<file path="src/rtl/lap_stopwatch.sv">
`default_nettype none
// ============================================================================
// Module      : lap_stopwatch
// Description : BCD mm:ss.cc up/down stopwatch with a circular lap buffer.
// Revision    : 1.0 - initial release
// ============================================================================
module lap_stopwatch #(
   parameter int CLK_HZ    = 100_000_000,
   parameter int TICK_HZ   = 100,
   parameter int LAP_DEPTH = 4,
   parameter bit WRAP      = 1'b1
) (
   input  logic        clk,
   input  logic        reset,
   input  logic        enable,
   input  logic        start,
   input  logic        pause,
   input  logic        clear,
   input  logic        lap,
   input  logic        load,
   input  logic        mode_down,
   input  logic [23:0] load_value,
   input  logic [3:0]  lap_sel,
   output logic [23:0] display,
   output logic        running,
   output logic        expired,
   output logic [4:0]  lap_count,
   output logic [23:0] lap_data
);

   localparam int             DIV        = CLK_HZ / TICK_HZ;
   localparam int             PW         = $clog2(DIV);
   localparam int             AW         = (LAP_DEPTH > 1) ? $clog2(LAP_DEPTH) : 1;
   localparam logic [PW-1:0]  PRESC_LAST = PW'(DIV - 1);
   localparam logic [23:0]    COUNT_MAX  = 24'h595999;
   localparam logic [4:0]     LAP_FULL   = 5'(LAP_DEPTH);
   localparam logic [AW-1:0]  PTR_LAST   = AW'(LAP_DEPTH - 1);

   typedef enum logic [1:0] {
      ST_IDLE    = 2'd0,
      ST_RUN     = 2'd1,
      ST_PAUSE   = 2'd2,
      ST_EXPIRED = 2'd3
   } state_t;

   state_t          state_q, state_d;
   logic [23:0]     count_q, count_d;
   logic [PW-1:0]   presc_q, presc_d;
   logic            mode_q, mode_d;
   logic [4:0]      lap_count_q, lap_count_d;
   logic [AW-1:0]   wr_ptr_q, wr_ptr_d;
   logic [23:0]     laps_q [LAP_DEPTH];
   logic [23:0]     laps_d [LAP_DEPTH];
   logic            tick;
   logic [23:0]     stepped;
   logic [5:0]      rd_sum;
   logic [AW-1:0]   rd_idx;

   // One-unit BCD step; tens of minutes and seconds roll at 5, all others at 9.
   function automatic logic [23:0] bcd_step(input logic [23:0] v, input logic down);
      logic [23:0] r;
      logic        c;
      logic [3:0]  dig;
      logic [3:0]  lim;
      r = v;
      c = 1'b1;
      for (int i = 0; i < 6; i++) begin
         dig = v[4*i +: 4];
         lim = (i == 3 || i == 5) ? 4'd5 : 4'd9;
         if (c) begin
            if (down) begin
               if (dig == 4'd0) r[4*i +: 4] = lim;
               else begin
                  r[4*i +: 4] = dig - 4'd1;
                  c           = 1'b0;
               end
            end else begin
               if (dig == lim) r[4*i +: 4] = 4'd0;
               else begin
                  r[4*i +: 4] = dig + 4'd1;
                  c           = 1'b0;
               end
            end
         end
      end
      return r;
   endfunction

   function automatic logic bcd_legal(input logic [23:0] v);
      logic ok;
      ok = (v[23:20] <= 4'd5) && (v[15:12] <= 4'd5);
      for (int i = 0; i < 6; i++) begin
         if (v[4*i +: 4] > 4'd9) ok = 1'b0;
      end
      return ok;
   endfunction

   assign tick    = (state_q == ST_RUN) && (presc_q == PRESC_LAST);
   assign stepped = bcd_step(count_q, mode_q);

   always_comb begin
      state_d     = state_q;
      count_d     = count_q;
      presc_d     = presc_q;
      mode_d      = mode_q;
      lap_count_d = lap_count_q;
      wr_ptr_d    = wr_ptr_q;
      laps_d      = laps_q;

      if (state_q == ST_RUN) begin
         presc_d = tick ? '0 : presc_q + PW'(1);
         if (tick) begin
            if (!mode_q && !WRAP && count_q == COUNT_MAX) count_d = COUNT_MAX;
            else                                          count_d = stepped;
            if (mode_q && stepped == 24'h000000) state_d = ST_EXPIRED;
         end
      end

      // Only the highest-priority asserted command is honoured.
      if (enable) begin
         if (clear) begin
            state_d     = ST_IDLE;
            count_d     = '0;
            presc_d     = '0;
            lap_count_d = '0;
            wr_ptr_d    = '0;
         end else if (start) begin
            if (state_q == ST_IDLE && !(mode_down && count_q == 24'h000000)) begin
               state_d = ST_RUN;
               mode_d  = mode_down;
               presc_d = '0;
            end else if (state_q == ST_PAUSE) begin
               state_d = ST_RUN;
            end
         end else if (pause) begin
            if (state_q == ST_RUN && state_d == ST_RUN) state_d = ST_PAUSE;
         end else if (lap) begin
            if (state_q == ST_RUN || state_q == ST_PAUSE) begin
               laps_d[wr_ptr_q] = count_q;
               wr_ptr_d         = (wr_ptr_q == PTR_LAST) ? '0 : wr_ptr_q + AW'(1);
               lap_count_d      = (lap_count_q == LAP_FULL) ? lap_count_q : lap_count_q + 5'd1;
            end
         end else if (load) begin
            if (state_q == ST_IDLE && bcd_legal(load_value)) count_d = load_value;
         end
      end
   end

   always_ff @(posedge clk or posedge reset) begin
      if (reset) begin
         state_q     <= ST_IDLE;
         count_q     <= '0;
         presc_q     <= '0;
         mode_q      <= 1'b0;
         lap_count_q <= '0;
         wr_ptr_q    <= '0;
         for (int i = 0; i < LAP_DEPTH; i++) laps_q[i] <= '0;
      end else begin
         state_q     <= state_d;
         count_q     <= count_d;
         presc_q     <= presc_d;
         mode_q      <= mode_d;
         lap_count_q <= lap_count_d;
         wr_ptr_q    <= wr_ptr_d;
         laps_q      <= laps_d;
      end
   end

   // Newest entry sits just behind the write pointer.
   always_comb begin
      rd_sum = 6'(wr_ptr_q) + 6'(LAP_DEPTH - 1) - 6'(lap_sel);
      rd_idx = (rd_sum >= 6'(LAP_DEPTH)) ? AW'(rd_sum - 6'(LAP_DEPTH)) : AW'(rd_sum);
   end

   assign lap_data  = ({1'b0, lap_sel} < lap_count_q) ? laps_q[rd_idx] : 24'h000000;
   assign display   = count_q;
   assign running   = (state_q == ST_RUN);
   assign expired   = (state_q == ST_EXPIRED);
   assign lap_count = lap_count_q;

endmodule
`default_nettype wire

</file>
<file path="config.mk">
export PLATFORM = sky130hd
export DESIGN_NAME = lap_stopwatch
export DESIGN_NICKNAME = d
export VERILOG_FILES = /design/src/rtl/lap_stopwatch.sv
export SDC_FILE = /design/constraint.sdc
export NUM_CORES = 1
export LEC_CHECK = 0
export BUFFER_PORTS_ARGS = -buffer_cell sky130_fd_sc_hd__buf_2
export CORE_AREA = 2 2 151 153
export CTS_CLUSTER_DIAMETER = 100
export DETAILED_ROUTE_END_ITERATION = 7
export DIE_AREA = 0 0 153 155
export HOLD_SLACK_MARGIN = 0.15
export SYNTH_ARGS = -nofsm -noshare
export SYNTH_HDL_FRONTEND = slang
export SYNTH_SLANG_ARGS = --single-unit
</file>
<file path="constraint.sdc">
create_clock -name clk -period 7.8 [get_ports clk]
set_clock_uncertainty 0.1 [all_clocks]
set_input_delay 0.39 -clock clk [delete_from_list [all_inputs] [get_ports clk]]
set_output_delay 0.39 -clock clk [all_outputs]
set_load 0.01 [all_outputs]
</file>
==> results.yml <==
clocking:
  clock-sinks: 150
  clkSlewWorstSetupHoldPaths_ns: 0.06
  clock-root-buffer: "clkbuf_16"
  clock_latency_ns: 0.42
  cts_resized: 0
  cts-buffers-inserted: 17
  cts_max_path_buffers: 2
  cts-htree-levels: 4
  cts_tree: "built"
timing:
  fin_ws_ns: 4.23
  fmax_mhz: 280
  tightest_slew_ns: 1.23
  min_period_ns: 3.57
  setup_viol: 0
  whs_ns: 0.288
  finalHoldViolCount: 0
  slew_viol_final: 0
  setup_tns_ns: 0
  slew_headroom_pct: 17.8
  rsz0062_at_grt: "no"
  post-route-period-util_pct: 45.7
pwr:
  p_per_area_nw_per_um2: 188
  vdd_drop_max_uv: 175
  total_power_mw: 1.91
  p_leak_nw: 4.56
synth:
  avgSynthCellArea_um2: 10.0
  synth.distinct_cells: 80
  async_flop_share_pct: 100
  synth_warnings: 0
  ys.flop_type: "dfrtp_1"
  ys_seq_elements: 150
  syn-cell-area_um2: 8740
  synth_nets: 925
  ys_seq_area_share_pct: 42.9
  synth_cells: 872
  synth_edf_count: 0
drt:
  remaining_drc_errors: 0
  post_drt_wl_per_cell_um: 18.1
  drt_iter0_markers: 523
  routed_wirelength_um: 22600
  vias: 6932
  antenna_left: 0
  firstDrtPassIters: 5
  avgViaCountPerCell: 5.56
finish:
  antenna_cells: 0
  fin_cells: 1247
  final_nets: 1003
  syn_to_final_growth_pct: 16.2
  final_layout_size_suffix_gt1_share_pct: 25.6
place:
  gp_congestion: 0.885
  dpl_worst_slack_ns: 4.25
  dp_hpwl_um: 15300
  port_buffers: 91
  dp.cells: 1191
hold_path:
  hold_depth: 4
  min_to: "state_q[0]"
  hp-class: "in -> reg"
  min-delay-start: "enable"
grt:
  grt_max_degree: 78
  grt_pass1_wl_um: 37200
  grt_pass1_vias: 6770
  overflow: 0
  antenna_found_initial: 0
  grt_util_all_layers_pct: 19.6
status:
  status: "finished clean"
worst_setup_path:
  crit_arrival_ns: 3.73
  criticalPathCategory: "reg -> reg"
  timing.rr.end: "presc_q[5]"
  crit_path_max_fanout: 20
  r2r-start: "state_q[1]"
  r2r_cells: 7
  ff2ff_setup_slack_ns: 4.23
  critPathLaunchType: "register"
  critPathRequiredTime_ns: 7.96
  critPathCaptureType: "register"
floorplan:
  dieArea_um2: 23700
  rows: 55
  die_x_um: 153
  die_h_um: 155
  core_area_um2: 22200
  ios: 92
  initial_core_util_pct: 39.3
flow_run:
  maxCapViolations: 0
Yosys cell counts (all sizes together), types with 8 or more instances:
| cell | instances | area [um2] |
|---|---|---|
| mux2 | 61 | 687 |
| nand4 | 13 | 81.3 |
| nand3 | 16 | 80.1 |
| ha | 16 | 200 |
| a21oi | 26 | 130 |
| nor3 | 21 | 115 |
| a31oi | 9 | 56.3 |
| mux4 | 24 | 541 |
| a22o | 9 | 78.8 |
| nor2b | 30 | 188 |
| xor2 | 16 | 140 |
| nor4 | 8 | 65.1 |
| inv | 22 | 82.6 |
| dfrtp | 150 | 3750 |
| xnor2 | 16 | 140 |
| o31ai | 10 | 75.1 |
| o21ai | 89 | 445 |
| nor2 | 60 | 288 |
| nand2 | 97 | 367 |
| clkbuf | 50 | 189 |
| buf | 15 | 101 |
flip-flops by register name (all words and copies together), names as in the netlist:
register and cells:
laps_q 96, display 24, presc_q 20, lap_count 5
state_q 2, wr_ptr_q 2, mode_q 1
power breakdown:
part | internal, mW | switching (mW)
Combinational | 0.111 | 0.186
Clock | 0.460 | 0.345
Sequential | 0.791 | 0.0202
layout by cell type, fill, tap and decap left out, types with 5 or more instances in the layout:
| master | n |
|---|---|
| nor2b_1 | 30 |
| nand2b_1 | 7 |
| and3_1 | 6 |
| o211ai_1 | 5 |
| nand4_1 | 13 |
| nor2_4 | 7 |
| o31ai_1 | 10 |
| buf_4 | 8 |
| dlygate4sd3_1 | 25 |
| nor2_1 | 48 |
| nand4b_1 | 6 |
| mux4_2 | 24 |
| a31oi_1 | 9 |
| buf_2 | 91 |
| dfrtp_1 | 150 |
| xnor2_1 | 15 |
| inv_1 | 21 |
| a22o_1 | 9 |
| o21ai_0 | 87 |
| and2_1 | 5 |
| ha_1 | 16 |
| nor2_2 | 5 |
| nor3_1 | 19 |
| xor2_1 | 16 |
| nand2_1 | 96 |
| mux2_2 | 61 |
| mux2i_1 | 7 |
| nor4_1 | 7 |
| clkbuf_16 | 17 |
| nand3_1 | 16 |
| a21oi_1 | 26 |
cells by family (layout without fill, tap and decap cells):
| kind of cell | Yosys count | in the layout | share of synthesized area (%) |
|---|---|---|---|
| multiplexers | 92 | 92 | 14.8 |
| flip-flops | 150 | 150 | 42.9 |
| buffers and inverters | 89 | 179 | 4.35 |
| AO/OA/AOI/OAI | 191 | 191 | 13.9 |
| adder cells (fa/ha/maj) | 16 | 16 | 2.29 |
| AND/OR/NAND/NOR | 302 | 302 | 18.5 |
| XOR/XNOR | 32 | 32 | 3.20 |
metrics by stage:
step / instance area [um2] / util [%]
2_1_floorplan: 8740 / -
3_3_place_gp: 9340 / 42.0
3_5_place_dp: 9340 / 42.0
4_1_cts: 10200 / 45.7
5_1_grt: 10200 / 45.7
6_report: 10200 / 45.7
final cells by class:
cell class | count | area (um2)
Tap cell | 285 | 357
Sequential cell | 150 | 3750
Inverter | 24 | 95.1
Timing Repair Buffer | 124 | 766
Clock inverter | 11 | 114
Fill cell | 2141 | 12100
Multi-Input combinational cell | 633 | 4620
Clock buffer | 20 | 457
how the worst max path moves through the flow:
stage               slack, ns          to  startpoint
floorplan                3.27  display[0]       reset
global placement         4.36  presc_q[4]  state_q[1]
detailed placement       4.25  presc_q[5]  state_q[1]
CTS                      4.24  presc_q[5]  state_q[1]
global route             3.97  presc_q[3]  state_q[1]
finish                   4.23  presc_q[5]  state_q[1]
repair_timing:
| action | CTS | global route |
|---|---|---|
| endpoints found under the setup margin | 0 | 0 |
| hold endpoints to repair | 97 | 0 |
| hold buffers | 25 | 0 |
| setup buffers | 0 | 0 |
layer usage:
| metal | vias up | track usage, % | routed length, um |
|---|---|---|---|
| met5 | - | 0 | 0 |
| met4 | 0 | 5.20 | 292 |
| met3 | 23 | 3.12 | 1170 |
| met2 | 215 | 30.8 | 10300 |
| met1 | 3392 | 28.5 | 10800 |
| li1 | 3302 | - | - |
worst max-delay path, cell delays in order (launching register included):
cell	delay, ns
dfrtp_1	0.43
inv_1	0.12
ha_1	0.34
and3_1	0.33
and2_1	0.20
and4_1	0.81
or2_1	0.93
nor2_1	0.13
Power figures use the tool's default switching activity.
